File: src/rtl/watch_pkg.sv
// Shared field widths, limits and time record for the watch datapath.
package watch_pkg;

    localparam int MSEC_W  = 7;
    localparam int SEC_W   = 6;
    localparam int MIN_W   = 6;
    localparam int HOUR_W  = 5;
    localparam int FIELD_W = 7;

    localparam logic [MSEC_W-1:0] MSEC_MAX   = MSEC_W'(99);
    localparam logic [SEC_W-1:0]  SEC_MAX    = SEC_W'(59);
    localparam logic [MIN_W-1:0]  MIN_MAX    = MIN_W'(59);
    localparam logic [HOUR_W-1:0] HOUR_MAX   = HOUR_W'(23);
    localparam logic [HOUR_W-1:0] RESET_HOUR = HOUR_W'(12);

    typedef struct packed {
        logic [HOUR_W-1:0] hour;
        logic [MIN_W-1:0]  min;
        logic [SEC_W-1:0]  sec;
        logic [MSEC_W-1:0] msec;
    } watch_time_t;

    // Fields are widened to FIELD_W so one helper serves every field.
    function automatic logic [FIELD_W-1:0] wrapInc(input logic [FIELD_W-1:0] value,
                                                   input logic [FIELD_W-1:0] maxVal);
        return (value == maxVal) ? '0 : value + FIELD_W'(1);
    endfunction

endpackage

File: src/rtl/tick_gen.sv
// Time-base divider: one-cycle tick every CLK_FREQ/TICK_HZ enabled cycles.
module tick_gen #(
    parameter int CLK_FREQ = 100_000_000,
    parameter int TICK_HZ  = 100
) (
    input  logic clk,
    input  logic reset,
    input  logic i_en,
    input  logic i_clear,
    output logic o_tick
);
    localparam int DIV   = CLK_FREQ / TICK_HZ;
    localparam int CNT_W = (DIV > 1) ? $clog2(DIV) : 1;
    localparam logic [CNT_W-1:0] CNT_LAST = CNT_W'(DIV - 1);

    logic [CNT_W-1:0] r_cnt;

    // Tick is combinational so the field update lands on the edge that wraps the counter.
    assign o_tick = i_en && (r_cnt == CNT_LAST);

    always_ff @(posedge clk or posedge reset) begin
        if (reset) begin
            r_cnt <= '0;
        end else if (i_clear) begin
            r_cnt <= '0;
        end else if (i_en) begin
            r_cnt <= (r_cnt == CNT_LAST) ? '0 : r_cnt + CNT_W'(1);
        end
    end
endmodule

File: src/rtl/watch_dp.sv
// Stopwatch/clock datapath: hh:mm:ss.cc counter with add and clear controls.
// Build option WATCH_DP_ADD_EDGE_EN turns add requests into rising-edge events.
module watch_dp
    import watch_pkg::*;
#(
    parameter int CLK_FREQ = 100_000_000,
    parameter int TICK_HZ  = 100
) (
    input  logic              clk,
    input  logic              reset,
    input  logic              i_run,
    input  logic              i_clear,
    input  logic [2:0]        i_add,
    output logic [MSEC_W-1:0] o_msec,
    output logic [SEC_W-1:0]  o_sec,
    output logic [MIN_W-1:0]  o_min,
    output logic [HOUR_W-1:0] o_hour
);
    logic        w_tick;
    logic [2:0]  w_addEvt;
    logic        w_msecWrap;
    logic        w_secCarry;
    logic        w_minCarry;
    watch_time_t r_time;
    watch_time_t w_next;

    tick_gen #(
        .CLK_FREQ (CLK_FREQ),
        .TICK_HZ  (TICK_HZ)
    ) u_tickGen (
        .clk     (clk),
        .reset   (reset),
        .i_en    (i_run),
        .i_clear (i_clear),
        .o_tick  (w_tick)
    );

`ifdef WATCH_DP_ADD_EDGE_EN
    logic [2:0] r_addPrev;

    always_ff @(posedge clk or posedge reset) begin
        if (reset) begin
            r_addPrev <= '0;
        end else begin
            r_addPrev <= i_add;
        end
    end

    assign w_addEvt = i_add & ~r_addPrev;
`else
    assign w_addEvt = i_add;
`endif

    // An add on a field swallows that field's carry-in, so no carry leaves it either.
    always_comb begin
        w_next     = r_time;
        w_msecWrap = 1'b0;
        w_secCarry = 1'b0;
        w_minCarry = 1'b0;

        if (w_tick) begin
            w_msecWrap  = (r_time.msec == MSEC_MAX);
            w_next.msec = MSEC_W'(wrapInc(FIELD_W'(r_time.msec), FIELD_W'(MSEC_MAX)));
        end

        if (w_addEvt[0] || w_msecWrap) begin
            w_next.sec = SEC_W'(wrapInc(FIELD_W'(r_time.sec), FIELD_W'(SEC_MAX)));
            w_secCarry = !w_addEvt[0] && (r_time.sec == SEC_MAX);
        end

        if (w_addEvt[1] || w_secCarry) begin
            w_next.min = MIN_W'(wrapInc(FIELD_W'(r_time.min), FIELD_W'(MIN_MAX)));
            w_minCarry = !w_addEvt[1] && (r_time.min == MIN_MAX);
        end

        if (w_addEvt[2] || w_minCarry) begin
            w_next.hour = HOUR_W'(wrapInc(FIELD_W'(r_time.hour), FIELD_W'(HOUR_MAX)));
        end

        if (i_clear) begin
            w_next = '0;
        end
    end

    always_ff @(posedge clk or posedge reset) begin
        if (reset) begin
            r_time.hour <= RESET_HOUR;
            r_time.min  <= '0;
            r_time.sec  <= '0;
            r_time.msec <= '0;
        end else begin
            r_time <= w_next;
        end
    end

    assign o_msec = r_time.msec;
    assign o_sec  = r_time.sec;
    assign o_min  = r_time.min;
    assign o_hour = r_time.hour;
endmodule
File: config.mk
export PLATFORM = sky130hd
export DESIGN_NAME = watch_dp
export DESIGN_NICKNAME = d
export VERILOG_FILES = /design/src/rtl/watch_pkg.sv /design/src/rtl/tick_gen.sv /design/src/rtl/watch_dp.sv
export SDC_FILE = /design/constraint.sdc
export NUM_CORES = 1
export LEC_CHECK = 0
export ABC_AREA = 1
export BUFFER_PORTS_ARGS = -buffer_cell sky130_fd_sc_hd__buf_4
export CAP_MARGIN = 5
export CORE_ASPECT_RATIO = 2
export CORE_MARGIN = 2
export CORE_UTILIZATION = 55
export CTS_BUF_LIST = sky130_fd_sc_hd__clkbuf_4 sky130_fd_sc_hd__clkbuf_8
export DETAILED_ROUTE_END_ITERATION = 8
export GPL_ROUTABILITY_DRIVEN = 0
export PLACE_DENSITY = 0.8
export SYNTH_ARGS = -nofsm -noshare
export SYNTH_HDL_FRONTEND = slang
export SYNTH_SLANG_ARGS = --single-unit
File: constraint.sdc
create_clock -name clk -period 1.8 [get_ports clk]
set_input_delay 0.18 -clock clk [delete_from_list [all_inputs] [get_ports clk]]
set_output_delay 0.18 -clock clk [all_outputs]
set_load 0.02 [all_outputs]
; Word-level counts from Yosys, hierarchy flattened
; Cells that the tools add are included.
[totals]
regBits = 44
inputBits = 7
elab_cells = 43
[op_classes]
n_addsub = 5
eq_ne = 5
muxes = 15
reduce_logical = 13
[op_table]
columns = operator, count
row1 = 20-bit 2-to-1 mux, 3
row2 = 24-bit 2-to-1 mux, 1
row3 = 6-bit 2-to-1 mux, 4
row4 = "20-bit by 1-bit adder with 20-bit output, second input constant", 1
row5 = "20-bit == test, second input constant", 1
row6 = 7-bit 2-to-1 mux, 2
row7 = "6-bit by 1-bit adder with 6-bit output, second input constant", 2
row8 = "6-bit == test, second input constant", 2
row9 = 5-bit 2-to-1 mux, 2
row10 = 2-bit nonzero test, 5
row11 = "7-bit by 1-bit adder with 7-bit output, second input constant", 1
row12 = "7-bit == test, second input constant", 1
row13 = "5-bit by 1-bit adder with 5-bit output, second input constant", 1
row14 = "5-bit == test, second input constant", 1
row15 = 1-bit logical AND, 3
row16 = 1-bit logical OR, 3
row17 = 1-bit 2-to-1 mux, 3
row18 = 1-bit zero test, 2

; Logic depth before layout (Yosys ltp)
[logic_depth]
word_depth = 10
mapped_depth = 13

; Hierarchy
; From an unflattened synthesis, not the netlist that was laid out.
[hier_totals]
cells_unflattened = 388
hier_area_um2 = 2884.0
[modules_own_cells]
columns = module, n_inst, cells_per_inst, area_each_um2
row1 = watch_dp, 1, 193, 1491.4
row2 = tick_gen, 1, 195, 1392.6

; Least setup slack after synthesis
; Ideal clock, no wire load.
[synth_path]
kind = flip-flop to flip-flop
start = reg r_time (netlist bit o_msec[1])
end = reg r_time (netlist bit o_sec[5])
arrival_ps = 1575
required_ps = 1679
slack_ps = 104
stages_incl_launch_ff = 9
synth_period_minus_slack_ps = 1696
path_cell_list = dfrtp_1 > ha_1 > nand4_1 > nor3_1 > nand2_1 > nand2_2 > inv_2 > nand2_1 > o21ai_1
[synth_between]
elab_chain_len = 4
[synth_lines]
columns = element, line_no
row1 = start: declaration, watch_dp.sv:24  ; watch_time_t r_time;
row2 = start signal: assignment, watch_dp.sv:92  ; r_time <= w_next;
row3 = 7-bit == test, watch_dp.sv:62  ; w_msecWrap = (r_time.msec == MSEC_MAX);
row4 = 1-bit 2-to-1 mux, watch_dp.sv:61  ; if (w_tick) begin
row5 = 1-bit logical OR, watch_dp.sv:66  ; if (w_addEvt[0] || w_msecWrap) begin
row6 = 2-bit nonzero test (no source line), --
; Every way passes these cells.
; A chain may end at the register's enable or synchronous reset.

; Worst setup path in the final report
[layout_path]
start = reg u_tickGen.r_cnt[4]
end = reg r_time (netlist bit o_min[2])
[layout_between]
elab_chain_len = 7
[layout_lines]
columns = element, line_no
row1 = start: declaration, tick_gen.sv:16  ; logic [CNT_W-1:0] r_cnt;
row2 = start signal: assignment, tick_gen.sv:27  ; r_cnt <= (r_cnt == CNT_LAST) ? '0 : r_cnt + CNT_W'(1);
row3 = 20-bit == test, tick_gen.sv:19  ; assign o_tick = i_en && (r_cnt == CNT_LAST);
row4 = 1-bit logical AND, tick_gen.sv:19
row5 = 1-bit 2-to-1 mux, watch_dp.sv:61
row6 = 1-bit logical OR, watch_dp.sv:66
row7 = 1-bit 2-to-1 mux, watch_dp.sv:66
row8 = 1-bit logical OR, watch_dp.sv:71  ; if (w_addEvt[1] || w_secCarry) begin
row9 = 2-bit nonzero test (no source line), --
; Every way passes these cells.

==> impl_results.md <==
* Critical Path Fanout Max at 8
* Post-synth cell types at 32
* Worst-Margin Slew at 0.5019 ns
* Hold Vio Cnt, Final at 0
* Cell taking the most area after synthesis: dfrtp_1
* IO buf count at 30
* GR Util met1 at about 32%
* Max-cap violations at 0
* Met2 Use GR at 41.12%
* Switching fraction of total power at a little over a quarter
* Layout cells sized above 1 at 18.45%
* Main area contributors after synthesis: dfrtp_1 (39%), nand2_1 (12%), nor2_1 (7.9%)
* Fin util at 67.45%
* Post-Synthesis Cells at around 360
* Setup WS pre-CTS at 0.1204 ns
* Pwr dens at 606.2 nW/um2
* Worst EP required at about 2.0 ns
* LEAKAGE at 0.001553 uW
* First-pass GRT wire length at 10,470 um
* Clock Latency Late Sink at around 0.31 ns
* Post-synth EDFFs at 0
* Logic pwr share at between 10% and 20%
* FF-to-FF setup slack at 0.07 ns
* CTS Sinks at 44
* CP peak stage delay at 0.48 ns
* Yosys Warn Count at 0
* Die footprint at 5474 um2
* Period utilization at 95.85%
* Clock tree buffer depth at 2
* Fillers at 414
* CTS clk-pin slew, worst paths at 0.09 ns
* Yosys top cell area share at 39.27%
* Most frequent cells after synthesis: nand2_1 (82), nor2_1 (56), dfrtp_1 (42), inv_1 (42), nand3_1 (33)
* Initial antenna violation count at 0
* Placed cell count at 457
* Nets at 423
* Sequential share of the synthesized area at 41.23%
* Setup WS post-layout at 0.07478 ns
* Drt via density at 5.580
* Initial Utilization at 56.05%
* Clock network power share at 33.4%
* Drt first pass iters at 5
* Design Power at 1952 uW
* Min-Delay Path Class: input port to flop
* Slowest cell on crit path: dfrtp_1
* Largest net degree at the start of global routing at 37
* Global route hottest layer: met2
* Post-Route WL at 6471 um
* Syn_area_per_cell at 7.353 um2
* Net Count, Synth at 376
* Worst Clk Skew at 0.01653 ns
* Kind of cell adding the most delay to the critical path: simple AND/OR/NAND/NOR gates
* Ys flop type: dfrtp_1
* Gr usage total at about a quarter
* DRT antenna net count at 0
* Startpoint types: flop
* ANT cells at 0
* Slew HR at 66.41%
* Core Footprint at roughly 4800 um2
* DPL Wire Length at approximately 4600 um
* Vias in the first global route at between 2,000 and 2,500
* Cell Int Power at ~1400 uW
* Multi-input gate area at 1426 um2
* DRT iter0 DRCs at 124
* Worst path bufs/invs at 1
* Post-synthesis instance area at 2676 um2
* Root Driver: clkbuf_8
* Drc violations at 0
* Worst EP arrival at about 1.9 ns
* Final std cells w/o fill at 469
* Die Y at ~100 um
* Vias at 2,617
* Rows at 36
* Met3 Use GR at 4.058%
* Finish-stage setup viols at 0
* Sw Pwr at 517.9 uW
* Max-slew violation count at 0
* Cell Chain, Critical Path: nand2_4, nor2_4, nand3_2, nor3_4, buf_4, nand3_4, nand4_1, nand2_1
* Minimum clock period at 1.725 ns
* Outcome: complete, no violations
* CTS tree: done
* Total gr overflow at 0
* I/O Pins at 31
* FF/Latch Area at 1106 um2
* Die width at between 50 and 60 um
* VDD IR-drop max at between 0.4 and 0.5 mV
* Most frequent cell after synthesis: nand2_1
* Setup CP Type: flop to flop
* Setup crit end kind: flop
* Wirelength per Cell at 13.80 um
* Max Freq at 0.5796 GHz
* Asr flop ratio synth at 100.0%
* Yosys reg bits at 44
* H-Tree Depth at 2
* Cts bufs inserted at 5
* Seq pwr share at about 54%
* Layout area overhead at 20.34%
[metrics by stage]
| step | instance area, um2 | hold slack, ns | TNS, ns |
|---|---|---|---|
| floorplan | 2676 | 0.3517 | 0 |
| global route | 3221 | 0.2182 | -0.1090 |
| detailed placement | 3030 | 0.1894 | 0 |
| finish | 3221 | 0.1954 | 0 |
| global placement | 3030 | 0.1782 | 0 |
| CTS | 3132 | 0.1880 | 0 |
[state kept, by name, summed over array words and instances, names as in the netlist]
register         flops
o_min                6
u_tickGen.r_cnt     20
o_sec                6
o_msec               7
o_hour               5
[cell type report]
cell class / instances / share of cell area (%)
multi-input cells: 270 / 44.29
inverters: 44 / 5.128
repair buffers: 46 / 11.19
well taps: 57 / 2.214
clock buffers: 8 / 2.836
flip-flops and latches: 44 / 34.34
[final timing paths]
kind / cells past startpoint / from / to
max: 8 / u_tickGen.r_cnt[4] / o_min[2]
min: 3 / i_run / u_tickGen.r_cnt[1]
max reg2reg: 8 / u_tickGen.r_cnt[4] / o_min[2]
min reg2reg: 2 / o_hour[3] / o_hour[3]
max in group asynchronous: 4 / reset / o_hour[2]
min in group asynchronous: 3 / reset / u_tickGen.r_cnt[2]
[routing by layer]
metal / wire length, um / share of wire [%] / vias up
met2: 3337 / 52 / 82
li1: - / - / 1276
met1: 2678 / 41 / 1244
met3: 293 / 4.5 / 15
met4: 161 / 2.5 / 0
met5: 0 / 0 / -
[worst min-delay path, cell delays in order]
cell	delay [ns]
buf_4	0.13
nand3_1	0.07
o21ai_0	0.07
[cell usage in the layout (no fill, tap or decap), types with 2 or more instances in the layout]
| cell type | count |
|---|---|
| nand2_1 | 80 |
| nor2_1 | 54 |
| buf_4 | 44 |
| inv_1 | 42 |
| dfrtp_1 | 40 |
| nand3_1 | 33 |
| o21ai_0 | 20 |
| nand4_1 | 17 |
| nor3_1 | 13 |
| xor2_1 | 12 |
| a21oi_1 | 10 |
| clkbuf_8 | 5 |
| nand2_4 | 4 |
| nand2_2 | 3 |
| ha_1 | 3 |
| clkbuf_4 | 3 |
| nor2_2 | 2 |
| nand3_4 | 2 |
| nand3b_1 | 2 |
| xnor2_1 | 2 |
| nor3b_1 | 2 |
| inv_2 | 2 |
| dfstp_2 | 2 |
| dfrtp_2 | 2 |
[timing repair]
item,CTS,global route
hold buffers,1,0
gates resized for setup,0,15
endpoints found under the hold margin,8,0
endpoints found under the setup margin,0,27
buffers inserted,0,3
[kinds of logic after synthesis]
| group | count (synthesis) | synth area share (%) |
|---|---|---|
| buf+inv | 50 | 7.854 |
| fa+ha+maj | 5 | 2.338 |
| simple gates | 217 | 37.26 |
| flops | 44 | 41.23 |
| xor+xnor | 14 | 4.582 |
| compound gates | 34 | 6.732 |
[power groups by stage]
stage	Combinational, uW	Sequential, uW	Clock [uW]
floorplan	115	1100	0
global placement	228	1070	0
detailed placement	235	1070	0
CTS	239	1050	654
global route	280	1060	701
finish	246	1050	651
Power figures use the tool's default switching activity.
